[src/rtl/product_accumulator_if.sv]
// product_accumulator_if
//   Groups the control, product-input and result-output signals of the
//   product accumulator into one bundle.
//   master : the side that drives start/len/abort, the products and acc_ready
//            (testbench or upstream controller).
//   slave  : the accumulator itself.
//   Signals:
//     start, len, abort            - job control (master -> slave)
//     prod_valid, prod_data        - product stream (master -> slave)
//     prod_ready                   - product accepted this cycle (slave -> master)
//     acc_valid, acc_data          - final sum (slave -> master)
//     acc_ready                    - downstream takes the sum (master -> slave)
//     overflow, busy               - status (slave -> master)
interface product_accumulator_if #(
    parameter int ACC_W = 40,
    parameter int LEN_W = 8
);
    logic             start;
    logic [LEN_W-1:0] len;
    logic             abort;
    logic             prod_valid;
    logic [31:0]      prod_data;
    logic             prod_ready;
    logic             acc_valid;
    logic [ACC_W-1:0] acc_data;
    logic             acc_ready;
    logic             overflow;
    logic             busy;

    modport master (
        output start, len, abort, prod_valid, prod_data, acc_ready,
        input  prod_ready, acc_valid, acc_data, overflow, busy
    );

    modport slave (
        input  start, len, abort, prod_valid, prod_data, acc_ready,
        output prod_ready, acc_valid, acc_data, overflow, busy
    );
endinterface

[src/rtl/product_accumulator.sv]
// product_accumulator
//   Sums a programmed number of 32-bit unsigned products into an ACC_W-bit
//   accumulator (dot product / MAC result). Products arrive on a valid/ready
//   handshake at up to one per clock; the finished sum is offered on a second
//   valid/ready handshake and held until taken.
//   Ports:
//     clk   - rising-edge clock
//     rst_n - asynchronous active-low reset
//     bus   - product_accumulator_if.slave (control, product stream, result)
//   Every output is a register, so there is no combinational path from any
//   input to any output.
module product_accumulator #(
    parameter int ACC_W = 40,
    parameter int LEN_W = 8
) (
    input  logic                   clk,
    input  logic                   rst_n,
    product_accumulator_if.slave   bus
);

    typedef enum logic [1:0] {
        ST_IDLE = 2'd0,
        ST_ACC  = 2'd1,
        ST_HOLD = 2'd2
    } state_t;

    localparam logic [LEN_W-1:0] COUNT_ONE = LEN_W'(1'b1);

    // Sum of the accumulator and a zero-extended product; the top bit is the
    // carry out of bit ACC_W-1.
    function automatic logic [ACC_W:0] add_with_carry(
        input logic [ACC_W-1:0] a,
        input logic [31:0]      b
    );
        add_with_carry = {1'b0, a} + (ACC_W+1)'(b);
    endfunction

    state_t           state_r;
    logic [ACC_W-1:0] acc_r;
    logic [LEN_W-1:0] count_r;
    logic             overflow_r;
    logic             prod_ready_r;
    logic             acc_valid_r;
    logic             busy_r;

    logic [ACC_W:0]   sum_s;
    logic             xfer_s;

    // Next accumulator value and product handshake; prod_ready_r is high only in ACC.
    always_comb begin
        sum_s  = add_with_carry(acc_r, bus.prod_data);
        xfer_s = bus.prod_valid & prod_ready_r;
    end

    // Control FSM with registered handshake/status outputs; abort wins over everything.
    always_ff @(posedge clk or negedge rst_n) begin
        if (!rst_n) begin
            state_r      <= ST_IDLE;
            acc_r        <= '0;
            count_r      <= '0;
            overflow_r   <= 1'b0;
            prod_ready_r <= 1'b0;
            acc_valid_r  <= 1'b0;
            busy_r       <= 1'b0;
        end else if (bus.abort) begin
            // Partial sum is left in place; the next start clears it.
            state_r      <= ST_IDLE;
            prod_ready_r <= 1'b0;
            acc_valid_r  <= 1'b0;
            busy_r       <= 1'b0;
        end else begin
            case (state_r)
                ST_IDLE: begin
                    if (bus.start) begin
                        acc_r      <= '0;
                        overflow_r <= 1'b0;
                        busy_r     <= 1'b1;
                        if (bus.len != '0) begin
                            count_r      <= bus.len;
                            state_r      <= ST_ACC;
                            prod_ready_r <= 1'b1;
                            acc_valid_r  <= 1'b0;
                        end else begin
                            // Empty job: offer a zero result straight away.
                            state_r      <= ST_HOLD;
                            prod_ready_r <= 1'b0;
                            acc_valid_r  <= 1'b1;
                        end
                    end else begin
                        prod_ready_r <= 1'b0;
                        acc_valid_r  <= 1'b0;
                        busy_r       <= 1'b0;
                    end
                end
                ST_ACC: begin
                    if (xfer_s) begin
                        acc_r      <= sum_s[ACC_W-1:0];
                        overflow_r <= overflow_r | sum_s[ACC_W];
                        count_r    <= count_r - COUNT_ONE;
                        if (count_r == COUNT_ONE) begin
                            state_r      <= ST_HOLD;
                            prod_ready_r <= 1'b0;
                            acc_valid_r  <= 1'b1;
                        end else begin
                            state_r      <= ST_ACC;
                        end
                    end else begin
                        state_r <= ST_ACC;
                    end
                end
                ST_HOLD: begin
                    if (bus.acc_ready) begin
                        // start in this same cycle is deliberately not seen.
                        state_r     <= ST_IDLE;
                        acc_valid_r <= 1'b0;
                        busy_r      <= 1'b0;
                    end else begin
                        state_r <= ST_HOLD;
                    end
                end
                default: begin
                    state_r      <= ST_IDLE;
                    prod_ready_r <= 1'b0;
                    acc_valid_r  <= 1'b0;
                    busy_r       <= 1'b0;
                end
            endcase
        end
    end

    assign bus.prod_ready = prod_ready_r;
    assign bus.acc_valid  = acc_valid_r;
    assign bus.acc_data   = acc_r;
    assign bus.overflow   = overflow_r;
    assign bus.busy       = busy_r;

endmodule

[src/flat_wrapper.sv]
// flat-port wrapper written by rule: the top's interface ports become plain ports
module product_accumulator_flat 
#(
    parameter int ACC_W = 40,
    parameter int LEN_W = 8
)
  (clk, rst_n, bus_start, bus_len, bus_abort, bus_prod_valid, bus_prod_data, bus_acc_ready, bus_prod_ready, bus_acc_valid, bus_acc_data, bus_overflow, bus_busy);
  product_accumulator_if #(.ACC_W(ACC_W), .LEN_W(LEN_W)) bus_i ();
  input  logic clk;
  input  logic rst_n;
  input wire logic [$bits(bus_i.start)-1:0] bus_start;
  input wire logic [$bits(bus_i.len)-1:0] bus_len;
  input wire logic [$bits(bus_i.abort)-1:0] bus_abort;
  input wire logic [$bits(bus_i.prod_valid)-1:0] bus_prod_valid;
  input wire logic [$bits(bus_i.prod_data)-1:0] bus_prod_data;
  input wire logic [$bits(bus_i.acc_ready)-1:0] bus_acc_ready;
  output wire logic [$bits(bus_i.prod_ready)-1:0] bus_prod_ready;
  output wire logic [$bits(bus_i.acc_valid)-1:0] bus_acc_valid;
  output wire logic [$bits(bus_i.acc_data)-1:0] bus_acc_data;
  output wire logic [$bits(bus_i.overflow)-1:0] bus_overflow;
  output wire logic [$bits(bus_i.busy)-1:0] bus_busy;
  assign bus_i.start = bus_start;
  assign bus_i.len = bus_len;
  assign bus_i.abort = bus_abort;
  assign bus_i.prod_valid = bus_prod_valid;
  assign bus_i.prod_data = bus_prod_data;
  assign bus_i.acc_ready = bus_acc_ready;
  assign bus_prod_ready = bus_i.prod_ready;
  assign bus_acc_valid = bus_i.acc_valid;
  assign bus_acc_data = bus_i.acc_data;
  assign bus_overflow = bus_i.overflow;
  assign bus_busy = bus_i.busy;
  product_accumulator #(.ACC_W(ACC_W), .LEN_W(LEN_W)) u_core (.clk(clk), .rst_n(rst_n), .bus(bus_i));
endmodule
[config.mk]
export PLATFORM = sky130hd
export DESIGN_NAME = product_accumulator_flat
export DESIGN_NICKNAME = d
export VERILOG_FILES = /design/src/rtl/product_accumulator_if.sv /design/src/rtl/product_accumulator.sv /design/src/flat_wrapper.sv
export SDC_FILE = /design/constraint.sdc
export NUM_CORES = 1
export LEC_CHECK = 0
export BUFFER_PORTS_ARGS = -buffer_cell sky130_fd_sc_hd__buf_2
export CAP_MARGIN = 40
export CORE_ASPECT_RATIO = 1.5
export CORE_MARGIN = 5
export CORE_UTILIZATION = 25
export CTS_CLUSTER_DIAMETER = 100
export CTS_CLUSTER_SIZE = 8
export DETAILED_ROUTE_END_ITERATION = 6
export GPL_ROUTABILITY_DRIVEN = 0
export PLACE_DENSITY_LB_ADDON = 0.25
export SLEW_MARGIN = 20
export SYNTH_ARGS = -nofsm -noshare
export SYNTH_HDL_FRONTEND = slang
export SYNTH_SLANG_ARGS = --single-unit
[constraint.sdc]
create_clock -name clk -period 5.4 [get_ports clk]
set_input_delay 0.54 -clock clk [delete_from_list [all_inputs] [get_ports clk]]
set_output_delay 0.54 -clock clk [all_outputs]
set_load 0.1 [all_outputs]
## Word level (Yosys, flattened, before mapping)

Cells that the tools add are included.

- Flip-flop bits (word level): 54
- Output and inout port bits: 44
- Logic and storage cells: 65

- Add/sub/neg operators: 2
- Equality and inequality tests: 12
- Muxes and demuxes: 33
- Bitwise logic cells: 3
- Reductions and logical operators: 8

Operator list:

| kind | number |
|---|---|
| $mux 40 | 2 |
| $pmux 40 s2 | 1 |
| $add 40x32->41 | 1 |
| $mux 8 | 3 |
| $pmux 8 s2 | 1 |
| $mux 1 | 15 |
| $mux 2 | 6 |
| $pmux 1 s3 | 3 |
| $eq 8x1->1 const B | 1 |
| $reduce_bool 8->1 | 1 |
| $sub 8x1->8 const B | 1 |
| $ne 2x2->1 const B | 3 |
| $ne 3x2->1 const B | 2 |
| $ne 3x3->1 const B | 2 |
| $pmux 2 s3 | 1 |
| $reduce_and 3->1 | 2 |
| $reduce_and 5->1 | 1 |
| $ne 2x1->1 const B | 2 |
| $reduce_and 4->1 | 1 |
| $eq 2x1->1 const B | 1 |
| $eq 2x2->1 const B | 1 |
| $logic_not 2->1 | 1 |
| $pmux 1 s2 | 1 |
| $reduce_and 2->1 | 1 |
| 4 further kinds | 4 |

## Logic depth before layout (Yosys ltp)

- Word-level depth: 5
- Depth in mapped cells: 11

## Worst setup path before layout

No wires, ideal clock.

- Kind: reg2reg
- From: register u_core.acc_r[0] (netlist: u_core.bus.acc_data[0])
- To: register u_core.acc_r[34] (netlist: u_core.bus.acc_data[34])
- Library setup time: 0.095 ns
- Data arrival time: 3.071 ns
- Path slack: 2.235 ns
- Stages on the path, launching flop included: 11
- Clock period less this slack: 3.165 ns
- Path through: dfrtp_1 > ha_1 > fa_1 > a21oi_1 > o31ai_4 > a21oi_2 > o31ai_4 > a41oi_2 > a21oi_4 > a41oi_1 > a211oi_1

- Longest elaborated chain between the ends: 3

RTL lines:

| what | line | source |
|---|---|---|
| start, declared | product_accumulator.sv:39 | `logic [ACC_W-1:0] acc_r;` |
| start signal, assigned | product_accumulator.sv:97 | `acc_r <= sum_s[ACC_W-1:0];` |
| $add 40x32->41 | product_accumulator.sv:35 | `add_with_carry = {1'b0, a} + (ACC_W+1)'(b);` |
| $mux 40 | product_accumulator.sv:96 | `if (xfer_s) begin` |
| $pmux 40 s2 | product_accumulator.sv:72 | `case (state_r)` |

No other way between the ends. The select of a mux whose other input is x is not followed.
A chain may end at the register's enable or synchronous reset.

## Final worst setup path

- From: register u_core.state_r[0]
- To: register u_core.acc_r[33] (netlist: u_core.bus.acc_data[33])

- Longest elaborated chain between the ends: 3
- Elaborated cells between the ends (all ways): 7
- Classes of those cells: eq/ne: 3; mux: 1; reduce/logical: 3

RTL lines:

| what | line | source |
|---|---|---|
| start, declared | product_accumulator.sv:38 | `state_t state_r;` |
| start signal, assigned | product_accumulator.sv:58 | `state_r <= ST_IDLE;` |
| start signal, assigned | product_accumulator.sv:67 | `state_r <= ST_IDLE;` |
| start signal, assigned | product_accumulator.sv:80 | `state_r <= ST_ACC;` |
| $eq 2x1->1 or $logic_not 2->1 (tied branches) | product_accumulator.sv:72 |  |
| $ne 2x1->1 (no source line), or another cell as far along | n/a |  |
| $reduce_and 4->1 (no source line) | n/a |  |

Several ways; a longest one is shown, not always the timed one.

==> impl_metrics.yaml <==
hold_path:
  worstHoldPathType: "input pin to asynchronous set/reset pin"
placement:
  port_buffers: 89
  hpwl_um: 8810
  dpl.cell_count: 740
logic_synthesis:
  syn_area_um2: 4010
  synth_fp_nets: 543
  yosysUniqueCellTypes: 62
  yosysSeqAreaShare: 0.337
  synth-edff-count: 0
  yosysWarnings: 0
  syn_area_per_cell_um2: 8.68
  ys.flop_type: "dfrtp_1"
  async_flop_share: 1.00
  syn_inst: 462
  ys_ff_latch: 54
power_and_ir_drop:
  seqPwrFrac: 0.283
  internal_power_uw: 931
  p_per_area_nw_per_um2: 401
  pwr-share-clk: 0.168
  power.share.switching: 0.521
  p_leak_nw: 2.31
  peakVddDrop_v: 0.000205
  pwr-share-comb: 0.549
  p_sw_mw: 1.01
status:
  status: "finished clean"
grt:
  grt_max_degree: 55
  grt-ovfl-total: 0
  grt_pass1_vias: 3898
  antenna_found_initial: 1
  grt_pass1_wl_um: 19100
  grt_usage: 0.125
detailed_routing:
  num_vias: 3723
  vias_per_cell: 4.98
  drt_drc_violations_left: 0
  routed_wl_um: 11400
  drt_iter0_markers: 119
  wl_per_cell_um: 15.3
  ant_nets: 0
  dr.pass1.iters: 4
timing:
  skew_ns: 0.00736
  rsz0062_at_grt: "no"
  tns_ns: 0
  min_period_over_period: 0.539
  tightest_slew_ns: 0.746
  setup_violations: 0
  drv_slew: 0
  min_period_ns: 2.91
  slew_headroom: 0.499
  clock.fmax_mhz: 343
  hold_viol_final: 0
  fin_hold_ws_ns: 0.197
finish:
  nets: 626
  antenna_cells: 0
  area_growth_pct: 21.1
  layoutNonFillerInstCount: 748
  drive_gt1_frac: 0.233
worst_setup_path:
  crit_path_max_fanout: 27
  crit_arrival_ns: 3.14
  max_stage_delay_ns: 0.60
  rr_endpoint: "u_core.bus.acc_data[33]"
  crit_start: "u_core.state_r[0]"
  cp.required_ns: 5.63
  startpoint_type: "register"
  r2r_cells: 7
  slowest_stage: "dfrtp_1"
  path_class: "register to register"
  crit_family: "simple AND/OR/NAND/NOR gates"
  r2r_start: "u_core.state_r[0]"
  end_kind: "register"
  crit_chain: "inv_1 -> a21oi_1 -> or3_1 -> buf_8 -> buf_4 -> or4_1 -> nand3_1"
  reg2reg_slack_ns: 2.49
  critPathBufInv: 3
clock_tree:
  htreeDepth: 2
  cts_tree: "yes"
  cts_max_path_buffers: 2
  clkLatencyLatePin_ns: 0.30
  cts_num_sinks: 54
  ctsRootBufferMaster: "clkbuf_16"
  path_clk_slew_ns: 0.07
  hold_buffers: 0
  post-cts-setup-buffer-count: 0
  cts-resized-gates: 0
  cts_buffers: 5
floorplanning:
  die_w_um: 113
  fp.dieH_um: 165
  dieArea_um2: 18700
  initial_core_util: 0.255
  ioPinCount: 90
  core_region_area_um2: 15700
  rows: 56
job:
  drv_cap: 0
[metrics by stage]
step           total power, mW  instance area [um^2]  worst slack (ns)   util
3_5_place_dp              1.63                  4690              2.27  0.299
6_report                  1.94                  4850              2.49  0.309
5_1_grt                   2.08                  4850              2.27  0.309
4_1_cts                   1.98                  4830              2.43  0.308
3_3_place_gp              1.62                  4660              2.26  0.297
2_1_floorplan             1.42                  4010              2.23      -
[power by group through the flow]
stage | registers, mW | logic (mW) | clock network (mW)
after global routing | 0.564 | 1.16 | 0.358
after detailed placement | 0.559 | 1.07 | 0
after global placement | 0.557 | 1.07 | 0
final | 0.551 | 1.07 | 0.327
after CTS | 0.551 | 1.08 | 0.348
after floorplan | 0.938 | 0.478 | 0
[layer usage]
| layer | wire length (um) | global-route usage | up-vias |
|---|---|---|---|
| met5 | 7 | 0 | - |
| met4 | 127 | 0.0355 | 2 |
| met3 | 595 | 0.0273 | 10 |
| met2 | 5830 | 0.227 | 84 |
| met1 | 4880 | 0.148 | 1773 |
| li1 | - | - | 1854 |
[placed cells by master, fill, tap and decap left out, drive strengths merged, types with 5 or more instances in the layout]
cell type / netlist / final
a211oi: 7 / 7
a21o: 15 / 15
a21oi: 45 / 45
a31oi: 7 / 7
buf: 4 / 96
clkbuf: 16 / 5
dfrtp: 54 / 54
ha: 34 / 34
inv: 12 / 12
nand2: 63 / 63
nand2b: 5 / 5
nand3: 11 / 11
nand4: 7 / 7
nor2: 33 / 33
nor3: 7 / 7
nor4: 7 / 7
o21ai: 52 / 52
o31ai: 9 / 9
xnor2: 16 / 16
xor2: 13 / 13
[sequential cells by signal (all words and copies together) (netlist names)]
name / flops
u_core.state_r: 2
u_core.bus.busy: 1
u_core.bus.prod_ready: 1
u_core.bus.overflow: 1
u_core.count_r: 8
u_core.bus.acc_data: 40
u_core.bus.acc_valid: 1
[cells in the mapped netlist (3+ instances only)]
cell      count  share of area
a21oi_1      39          0.049
a211oi_1      5         0.0094
nand2_1      62          0.058
buf_2         4         0.0050
nor2_1       33          0.031
nor3b_1       3         0.0056
dfrtp_1      54           0.34
and3_1        3         0.0047
ha_1         34           0.11
o221a_1       3         0.0084
nand3_1      11          0.014
clkbuf_1     16          0.015
inv_1        12          0.011
o31ai_1       7          0.013
a31oi_1       6         0.0094
a21o_1       15          0.028
xnor2_1      16          0.035
nor3_1        6         0.0075
nand2b_1      5         0.0078
o21ai_1      14          0.017
a21oi_2       4         0.0087
nor4_1        5         0.0078
o21ai_0      37          0.046
xor2_1       13          0.028
nand4_1       7          0.011
[cells by family (layout without fill, tap and decap cells)]
| group | after synthesis | count (layout) | synth area share |
|---|---|---|---|
| muxes | 1 | 1 | 0.00250 |
| xor gates and xnor gates | 29 | 29 | 0.0634 |
| buffers and inverters | 32 | 115 | 0.0312 |
| AOI/OAI and AO/OA | 164 | 164 | 0.280 |
| and+or+nand+nor | 147 | 147 | 0.175 |
| adders and majority gates | 35 | 35 | 0.111 |
| DFF | 54 | 54 | 0.337 |
[final cells by class]
cell class	count	area (um^2)
Clock inverter	2	15.0
Tap cell	203	254
Multi-Input combinational cell	376	2540
Fill cell	1712	10800
Sequential cell	54	1350
Inverter	12	45.0
Clock buffer	5	125
Timing Repair Buffer	96	526
[worst register-to-register path, cell delays in order (launching register included)]
cell     delay (ns)
dfrtp_1        0.60
inv_1          0.49
a21oi_1        0.15
or3_1          0.53
buf_8          0.24
buf_4          0.23
or4_1          0.52
nand3_1        0.08
[worst max-delay path by stage]
stage                     slack [ns]  depth (start not counted)                 endpoint
after global placement          2.26                         11  u_core.bus.acc_data[20]
after floorplan                 2.23                         10  u_core.bus.acc_data[34]
after global routing            2.27                          7  u_core.bus.acc_data[33]
final                           2.49                          7  u_core.bus.acc_data[33]
after CTS                       2.43                         10  u_core.bus.acc_data[28]
after detailed placement        2.27                         11  u_core.bus.acc_data[34]
(Power assumes the default switching activity.)
